`config.mk`:
```
export PLATFORM = sky130hd
export DESIGN_NAME = systolic_array_row_sequencer
export DESIGN_NICKNAME = d
export VERILOG_FILES = /design/src/rtl/systolic_array_pkg.sv /design/src/rtl/systolic_array_row_sequencer.sv
export SDC_FILE = /design/constraint.sdc
export NUM_CORES = 1
export LEC_CHECK = 0
export CORE_AREA = 2 2 111 113
export DETAILED_ROUTE_END_ITERATION = 10
export DIE_AREA = 0 0 113 115
export PLACE_DENSITY = 0.95
export SETUP_SLACK_MARGIN = 0.05
export SKIP_CTS_REPAIR_TIMING = 1
export SYNTH_ARGS = -nofsm -noshare
export SYNTH_HDL_FRONTEND = slang
export SYNTH_SLANG_ARGS = --single-unit
```
`constraint.sdc`:
```
create_clock -name clk -period 2.3 [get_ports clk]
set_input_delay 0.69 -clock clk [delete_from_list [all_inputs] [get_ports clk]]
set_output_delay 0.69 -clock clk [all_outputs]
set_load 0.1 [all_outputs]
```
`src/rtl/systolic_array_pkg.sv`:
```
// Shared definitions for the systolic array: default geometry and the
// row sequencer state encoding.
`timescale 1ns/1ps
package systolic_array_pkg;

  localparam int N  = 4;
  localparam int DW = 16;

  typedef enum logic [2:0] {
    IDLE,
    WLOAD,
    WAIT_SPACE,
    ILOAD,
    GAP,
    DRAIN,
    DONE
  } seq_state_e;

endpackage

```
`src/rtl/systolic_array_row_sequencer.sv`:
```
// Feeds weight rows and input/partial-sum rows into the systolic array, then waits for drain.
// Optional: define SA_SEQ_PERF_CNT_EN to add the 16-bit stall_cnt output.
`timescale 1ns/1ps
module systolic_array_row_sequencer #(
  parameter int N     = systolic_array_pkg::N,
  parameter int DW    = systolic_array_pkg::DW,
  parameter int DLY_W = 4
) (
  input  logic                  clk,
  input  logic                  RST,
  input  logic                  start,
  input  logic                  load_weights,
  input  logic [DLY_W-1:0]      row_delay,
  input  logic                  src_valid,
  output logic                  src_ready,
  input  logic [N*DW-1:0]       src_data,
  input  logic [N*DW-1:0]       src_partial,
  output logic                  weight_en,
  output logic                  input_en,
  output logic                  partial_en,
  output logic [$clog2(N)-1:0]  row_in_en,
  output logic [$clog2(N)-1:0]  row_ps_en,
  output logic [N*DW-1:0]       array_in,
  output logic [N*DW-1:0]       array_in_partials,
  input  logic                  fifo_has_space,
  input  logic                  drained,
  input  logic                  out_en,
  output logic                  busy,
  output logic                  done
`ifdef SA_SEQ_PERF_CNT_EN
  ,
  output logic [15:0]           stall_cnt
`endif
);
  import systolic_array_pkg::*;

  localparam int RW  = $clog2(N);
  localparam int OCW = $clog2(N + 1);
  localparam logic [RW-1:0]  LAST_ROW = RW'(N - 1);
  localparam logic [OCW-1:0] OUT_FULL = OCW'(N);

  seq_state_e       state, state_nxt;
  logic [RW-1:0]    row_cnt;
  logic [DLY_W-1:0] delay_q;
  logic [DLY_W-1:0] gap_cnt;
  logic [OCW-1:0]   out_cnt;
  logic             start_acc;
  logic             accept;
  logic             last_row;

  assign start_acc = start && (state == IDLE);
  assign accept    = src_valid && src_ready;
  assign last_row  = (row_cnt == LAST_ROW);

  // NOTE: clocked state uses non-blocking assignments so every register samples pre-edge values.
  always_ff @(posedge clk) begin
    if (RST) state <= IDLE;
    else     state <= state_nxt;
  end

  // NOTE: the default at the top of each always_comb keeps every path assigned, so no latch is inferred.
  always_comb begin
    state_nxt = state;
    case (state)
      IDLE:       if (start) state_nxt = load_weights ? WLOAD : WAIT_SPACE;
      WLOAD:      if (accept && last_row) state_nxt = WAIT_SPACE;
      WAIT_SPACE: if (fifo_has_space) state_nxt = ILOAD;
      ILOAD: begin
        if (accept) begin
          if (last_row)              state_nxt = DRAIN;
          else if (delay_q != '0)    state_nxt = GAP;
        end
      end
      GAP:        if (gap_cnt == DLY_W'(1)) state_nxt = ILOAD;
      DRAIN:      if ((out_cnt == OUT_FULL) && drained) state_nxt = DONE;
      DONE:       state_nxt = IDLE;
      default:    state_nxt = IDLE;
    endcase
  end

  // Held low while RST is high so the block is quiet even before the reset edge.
  always_comb begin
    src_ready = 1'b0;
    busy      = 1'b0;
    done      = 1'b0;
    if (!RST) begin
      src_ready = (state == WLOAD) || (state == ILOAD);
      busy      = (state != IDLE);
      done      = (state == DONE);
    end
  end

  always_ff @(posedge clk) begin
    if (RST) begin
      row_cnt <= '0;
      delay_q <= '0;
      gap_cnt <= '0;
      out_cnt <= '0;
    end else begin
      if (start_acc) begin
        delay_q <= row_delay;
        row_cnt <= '0;
      end else if (accept) begin
        row_cnt <= last_row ? '0 : row_cnt + 1'b1;
      end

      if (start_acc)
        out_cnt <= '0;
      else if ((state != IDLE) && out_en && (out_cnt != OUT_FULL))
        out_cnt <= out_cnt + 1'b1;

      if ((state == ILOAD) && accept) gap_cnt <= delay_q;
      else if (state == GAP)          gap_cnt <= gap_cnt - 1'b1;
    end
  end

  // Array strobes are live for exactly the cycle after a row is accepted.
  always_ff @(posedge clk) begin
    weight_en         <= 1'b0;
    input_en          <= 1'b0;
    partial_en        <= 1'b0;
    row_in_en         <= '0;
    row_ps_en         <= '0;
    array_in          <= '0;
    array_in_partials <= '0;
    if (!RST && accept) begin
      if (state == WLOAD) begin
        weight_en <= 1'b1;
        row_in_en <= row_cnt;
        array_in  <= src_data;
      end else begin
        input_en          <= 1'b1;
        partial_en        <= 1'b1;
        row_in_en         <= row_cnt;
        row_ps_en         <= row_cnt;
        array_in          <= src_data;
        array_in_partials <= src_partial;
      end
    end
  end

`ifdef SA_SEQ_PERF_CNT_EN
  logic stall_cycle;
  assign stall_cycle = (state == WAIT_SPACE) ||
                       (((state == WLOAD) || (state == ILOAD)) && !src_valid);

  always_ff @(posedge clk) begin
    if (RST || start_acc)
      stall_cnt <= '0;
    else if (stall_cycle && (stall_cnt != 16'hFFFF))
      stall_cnt <= stall_cnt + 16'd1;
  end
`endif

endmodule

```
==> summary.txt, run 1 <==
Die
  – FP Rows: 40
  – Initial Utilization: about two fifths
  – I/O pin cnt: about 280
  – Die Width: between 100 and 150 um
  – Die area: ~13000 sq um
  – Die Span Y: approximately 120 um
  – CORE AREA: roughly 12000 sq um

Setup path
  – Crit-path cells: nor3_1, nor2_4, buf_12
  – CP Capture Type: output port
  – Worst R2R Setup Slack: ~0.66 ns
  – FF-to-FF End: state[1]
  – Buf/Inv on CP: 1
  – CP required: ~1.6 ns
  – Setup CP Type: reg -> out
  – CP top delay family: simple AND/OR/NAND/NOR gates
  – Slowest-stage cell, CP: nor3_1
  – Worst flop-to-flop path startpoint: row_cnt[0]
  – CP startpoint kind: flip-flop
  – Crit path DAT: roughly 1.4 ns
  – Reg2Reg Depth: 5
  – Crit Path Max Fanout: 13
  – Max incr delay on CP: 0.41 ns

Timing
  – Minimum clock period: roughly 2.1 ns
  – Slew Limit Fails: 0
  – RSZ-0062 raised after global routing: false
  – Worst-margin pin slew: 0.427 ns
  – Fmax: about 0.47 GHz
  – Period Utilization, post-route: ~92%
  – Final hold violations: 0
  – Final setup margin: 0.182 ns
  – # setup viols final: 0
  – Setup TNS Final: 0 ns
  – Clock Skew: slightly below 0.007 ns
  – Slew headroom: a little under three quarters

Detailed routing
  – DR vias/cell: roughly 4.7
  – DRT iter0 DRCs: 246
  – Final antenna-violating net count: 0
  – DR vias: slightly below 4000
  – Final wirelength: between 10000 and 15000 um
  – DRT Pass-1 Iters: 7
  – Wire per inst: ~17 um
  – DRC Markers: 20

Synthesis
  – Syn nets: 550
  – Primary FF master, synth: dfxtp_1
  – Sequential fraction of the synthesis area: 65.1%
  – Fraction of registers with async set or reset after synthesis: 0%
  – Yosys reg bits: 150
  – Mean Syn Cell Area: roughly 11 sq um
  – Share of the synthesized area in the top cell type: 65.1%
  – Top-count cell post-synth: dfxtp_1
  – Area contributors post-synth: dfxtp_1, and2_1, and3_1
  – YS warnings: 0
  – Post-synth EDFFs: 0
  – Most instantiated cells after synthesis: dfxtp_1, and2_1, and3_1
  – Mapped Area: 4610 sq um
  – Dominant cell type by area after synthesis: dfxtp_1
  – Synth Instances: around 410
  – Number of library cell types mapped by synthesis: 39

Global route
  – GR Util All Layers: a little over a fifth
  – Number of global-route vias before repair: between 3000 and 4000
  – Initial antenna violation count: 0
  – First-pass GRT wire length: 20800 um
  – Global route overflow: 0
  – Pin count of the biggest net entering global routing: 53

Clocking
  – H-tree Lvls: 4
  – CTS tree: done
  – Num Clock Sinks: 150
  – Max clock buf depth: 2
  – Total clock buffers created by CTS: 17
  – Clk slew on worst S/H paths: around 0.06 ns
  – Clk_lat worst skew: between 0.4 and 0.5 ns
  – CTS Root Cell: clkbuf_16

Hold path
  – Min-delay src: gap_cnt[1]
  – WHS Endpoint: gap_cnt[1]
  – HP Class: reg -> reg
  – Cells on Worst Hold Path: 2

Pwr
  – PD cells: 1020 nW/um^2
  – Lkg Pwr: 3.68 nW
  – Worst VDD drop: roughly 0.65 mV

Placed design
  – Placer Congestion: 0.853
  – I/O Buffers: between 200 and 300
  – Hpwl dp: ~11000 um
  – Pre-CTS setup slack: -0.122 ns

Status
  – Status: complete, but fails checks
  – Failing checks: design-rule violations

Layout
  – Layout fillers: around 850
  – Layout cells sized above 1: between 20 and 30%
  – Area delta synth->final: 70.0%
  – Ant diodes: 0
  – Final net count: between 800 and 900

Run
  – Number of max-cap violations: 0
worst max path at each step:
stage / from / end / depth (start not counted)
floorplan: RST / done / 3
global placement: RST / src_ready / 4
detailed placement: RST / state[1] / 6
CTS: RST / src_ready / 4
global route: state[2] / busy / 3
finish: state[2] / busy / 3
power breakdown:
group	leakage, nW	total [W]	switching [W]	internal, W
Combinational	2.20	0.00245	0.00174	0.000713
Clock	0.268	0.00267	0.00104	0.00162
Sequential	1.21	0.00289	0.0000967	0.00279
through the flow:
step	util, %	instances	power [W]	instance area, sq um	hold WS, ns
6_report	66.4	844	0.00800	7840	0.484
5_1_grt	66.4	844	0.00830	7840	0.520
4_1_cts	66.4	844	0.00807	7840	0.485
3_3_place_gp	61.5	812	0.00532	7260	0.459
2_1_floorplan	-	405	0.00469	4660	0.447
3_5_place_dp	61.5	812	0.00538	7260	0.476
worst min-delay path: cells and delay by family (launching register included):
family	cells	cell delay [ns]
AO/OA/AOI/OAI	1	0.06
flip-flops	1	0.32
AND/OR/NAND/NOR	1	0.06
sequential cells by signal, indices dropped and copies added, names as in the netlist:
| register | count |
|---|---|
| row_ps_en | 2 |
| row_cnt | 2 |
| out_cnt | 3 |
| gap_cnt | 4 |
| weight_en | 1 |
| partial_en | 1 |
| delay_q | 4 |
| array_in | 64 |
| row_in_en | 2 |
| array_in_partials | 64 |
| state | 3 |
layer usage:
metal / share of wire [%] / vias to the layer above / GRT usage (%)
li1: - / 1885 / -
met1: 36 / 1841 / 21.8
met2: 55 / 175 / 39.4
met3: 6.2 / 29 / 5.06
met4: 2.8 / 0 / 10.5
met5: 0 / - / 0
placed cells by master, fill, tap and decap left out, types with 8 or more instances in the layout:
cell type,n
inv_1,8
and2_1,67
a21oi_1,8
clkdlybuf4s50_1,138
nand2_1,8
clkbuf_16,17
nor2_1,17
and3_1,64
buf_4,144
dfxtp_1,148
cell families after synthesis:
family / count (synthesis) / synth area share [%]
fa+ha+maj: 5 / 1.36
simple gates: 182 / 23.6
mux: 7 / 1.52
xor+xnor: 4 / 0.760
compound gates: 20 / 3.50
flops: 150 / 65.1
buf+inv: 37 / 4.15
cell type report:
class	instances	area [sq um]	share of cell area, %
clock buffers	20	447	5.70
inverters	8	30.0	0.383
multi-input cells	218	1450	18.5
flip-flops and latches	150	3010	38.3
repair buffers	289	2590	33.1
clock inverters	12	130	1.66
well taps	147	184	2.35
Note: power is estimated with default switching activity, not from simulation.
==> run 2: changes to the inputs <==
Settings changed: GPL_TIMING_DRIVEN set to 0.
==> run 2 against run 1 <==
The run still ends with design-rule violations left. Clock skew increased by 0.0031 ns. First-iteration DRC count decreased by 4.9%. Die area is the same. Via count grew 2.9%. Clock power rose by 10%. Final area increased by 8.9%. Combinational power rose by 3%. Worst setup slack lost 0.13 ns. Worst hold slack worse by 0.023 ns. Sequential cell count is the same. Register-to-register slack worse by 0.03 ns. Critical path depth fell by 2. Critical path type unchanged. Critical endpoint is now array_in[15]. Largest cell class is now buffers. Highest routed layer unchanged.
==> summary.txt, run 2 (synthesis results as in run 1) <==
Clocking
  – Num Clock Sinks: 150
  – CTS Root Cell: clkbuf_16
  – CTS tree: done
  – Total clock buffers created by CTS: 17
  – Max clock buf depth: 2
  – Clk_lat worst skew: about 0.43 ns
  – Clk slew on worst S/H paths: around 0.07 ns
  – H-tree Lvls: 4

Status
  – Failing checks: design-rule violations
  – Status: complete, but fails checks

Setup path
  – CP startpoint kind: flip-flop
  – Worst R2R Setup Slack: between 0.6 and 0.7 ns
  – Max incr delay on CP: 0.76 ns
  – Crit path from: array_in[15]
  – FF-to-FF End: array_in_partials[27]
  – Crit path capture: array_in[15]
  – Total number of cells along the worst setup path: 1
  – Crit path DAT: 1.56 ns
  – CP top delay family: buffers and inverters
  – Crit Path Max Fanout: 1
  – Worst flop-to-flop path startpoint: state[1]
  – Reg2Reg Depth: 5
  – Setup CP Type: reg -> out
  – CP required: ~1.6 ns
  – CP Capture Type: output port
  – Slowest-stage cell, CP: dlymetal6s2s_1
  – Crit-path cells: dlymetal6s2s_1
  – Buf/Inv on CP: 1

Pwr
  – Net Sw Frac: between 30% and 40%
  – Internal power: 0.00540 W
  – Clock power share: a little over a third
  – Switching power: 0.00295 W
  – Logic pwr share: between 30% and 40%
  – Sequential Power Share: 34.4%
  – Lkg Pwr: between 5 and 6 nW
  – Worst VDD drop: approximately 0.64 mV
  – PD cells: 978 nW/um^2

Detailed routing
  – DR vias/cell: 4.70
  – Wire per inst: roughly 19 um
  – DRT iter0 DRCs: approximately 230
  – DRC Markers: 20
  – DRT Pass-1 Iters: 7
  – Final antenna-violating net count: 0
  – DR vias: just over 4000
  – Final wirelength: about 16000 um

Timing
  – # setup viols final: 0
  – Slew Limit Fails: 0
  – Slew headroom: roughly 30%
  – Setup TNS Final: 0 ns
  – Fmax: around 0.44 GHz
  – Minimum clock period: approximately 2.2 ns
  – Worst-margin pin slew: between 1 and 1.5 ns
  – RSZ-0062 raised after global routing: false
  – Period Utilization, post-route: ~100%
  – Final hold violations: 0
  – Clock Skew: around 0.0099 ns
  – Worst hold margin: 0.461 ns

Global route
  – First-pass GRT wire length: between 20000 and 25000 um
  – Pin count of the biggest net entering global routing: 17
  – GR Util All Layers: 22.3%
  – Global route overflow: 0
  – Number of global-route vias before repair: between 4000 and 5000
  – Initial antenna violation count: 0

Run
  – Number of max-cap violations: 0

Die
  – I/O pin cnt: 278
  – Die area: about 13000 sq um
  – Die Span Y: 115 um
  – FP Rows: 40
  – Die Width: 113 um
  – Initial Utilization: about two fifths
  – CORE AREA: between 10000 and 15000 sq um

Layout
  – Ant diodes: 0
  – Commonest non-fill, non-tap cell in the layout: dfxtp_1
  – Layout cells sized above 1: under 10%
  – Biggest regs: array_in x64, array_in_partials x64
  – Area delta synth->final: 85.1%
  – Most frequent cells in the layout: dfxtp_1, clkdlybuf4s50_1, dlymetal6s2s_1, and2_1, and3_1
  – Non-filler cells in the finished layout: 860
  – Final net count: approximately 850

Hold path
  – HP Class: in -> reg
  – Cells on Worst Hold Path: 2

Placed design
  – I/O Buffers: around 280
  – Hpwl dp: about 11000 um
  – Inst Count DP: 828
  – Placer Congestion: between 0.8 and 0.9
==> run 2: cell types whose count changed in the layout (fill, tap and decap cells not counted), moves of 3 or more <==
cell / delta
buf_4: -139
dlymetal6s2s_1: +127
clkbuf_2: +13
clkbuf_1: +9
buf_12: -6
buf_6: +4
buf_2: +3
==> run 2: how the worst min path moves through the flow <==
stage	startpoint	slack, ns	to
2_1_floorplan	gap_cnt[1]	0.45	gap_cnt[1]
6_report	RST	0.46	state[1]
3_3_place_gp	gap_cnt[1]	0.46	gap_cnt[1]
4_1_cts	RST	0.45	state[1]
5_1_grt	RST	0.45	state[1]
3_5_place_dp	row_cnt[1]	0.48	row_cnt[1]
==> run 2: metrics by stage <==
| step | total power (W) | area [sq um] | utilization [%] | setup slack, ns |
|---|---|---|---|---|
| after detailed placement | 0.00543 | 7610 | 64.4 | -0.679 |
| after global placement | 0.00537 | 7610 | 64.4 | -0.674 |
| after global routing | 0.00861 | 8540 | 72.3 | 0.0352 |
| final | 0.00835 | 8540 | 72.3 | 0.0518 |
| after CTS | 0.00837 | 8240 | 69.8 | -0.796 |
| after floorplan | 0.00469 | 4660 | - | -0.154 |
==> run 2: power by group through the flow <==
stage	clock network, W	registers (W)	logic (W)
global placement	0	0.00291	0.00245
CTS	0.00297	0.00287	0.00252
floorplan	0	0.00400	0.000692
detailed placement	0	0.00292	0.00251
finish	0.00295	0.00287	0.00253
global route	0.00309	0.00288	0.00263
==> run 2: cell type report <==
cell class / count / area, sq um
Sequential cell: 150 / 3000
Multi-Input combinational cell: 218 / 1450
Clock inverter: 13 / 179
Inverter: 8 / 30.0
Timing Repair Buffer: 276 / 3050
Clock buffer: 19 / 453
Tap cell: 147 / 184
Fill cell: 732 / 3270
Buffer: 29 / 190
==> run 2: routing by layer <==
layer	vias to the layer above	global-route usage, %	wire [um]
met5	-	0	0
met4	0	9.92	342
met3	22	6.06	1030
met2	163	41.6	8900
met1	1944	23.5	5970
li1	1916	-	-
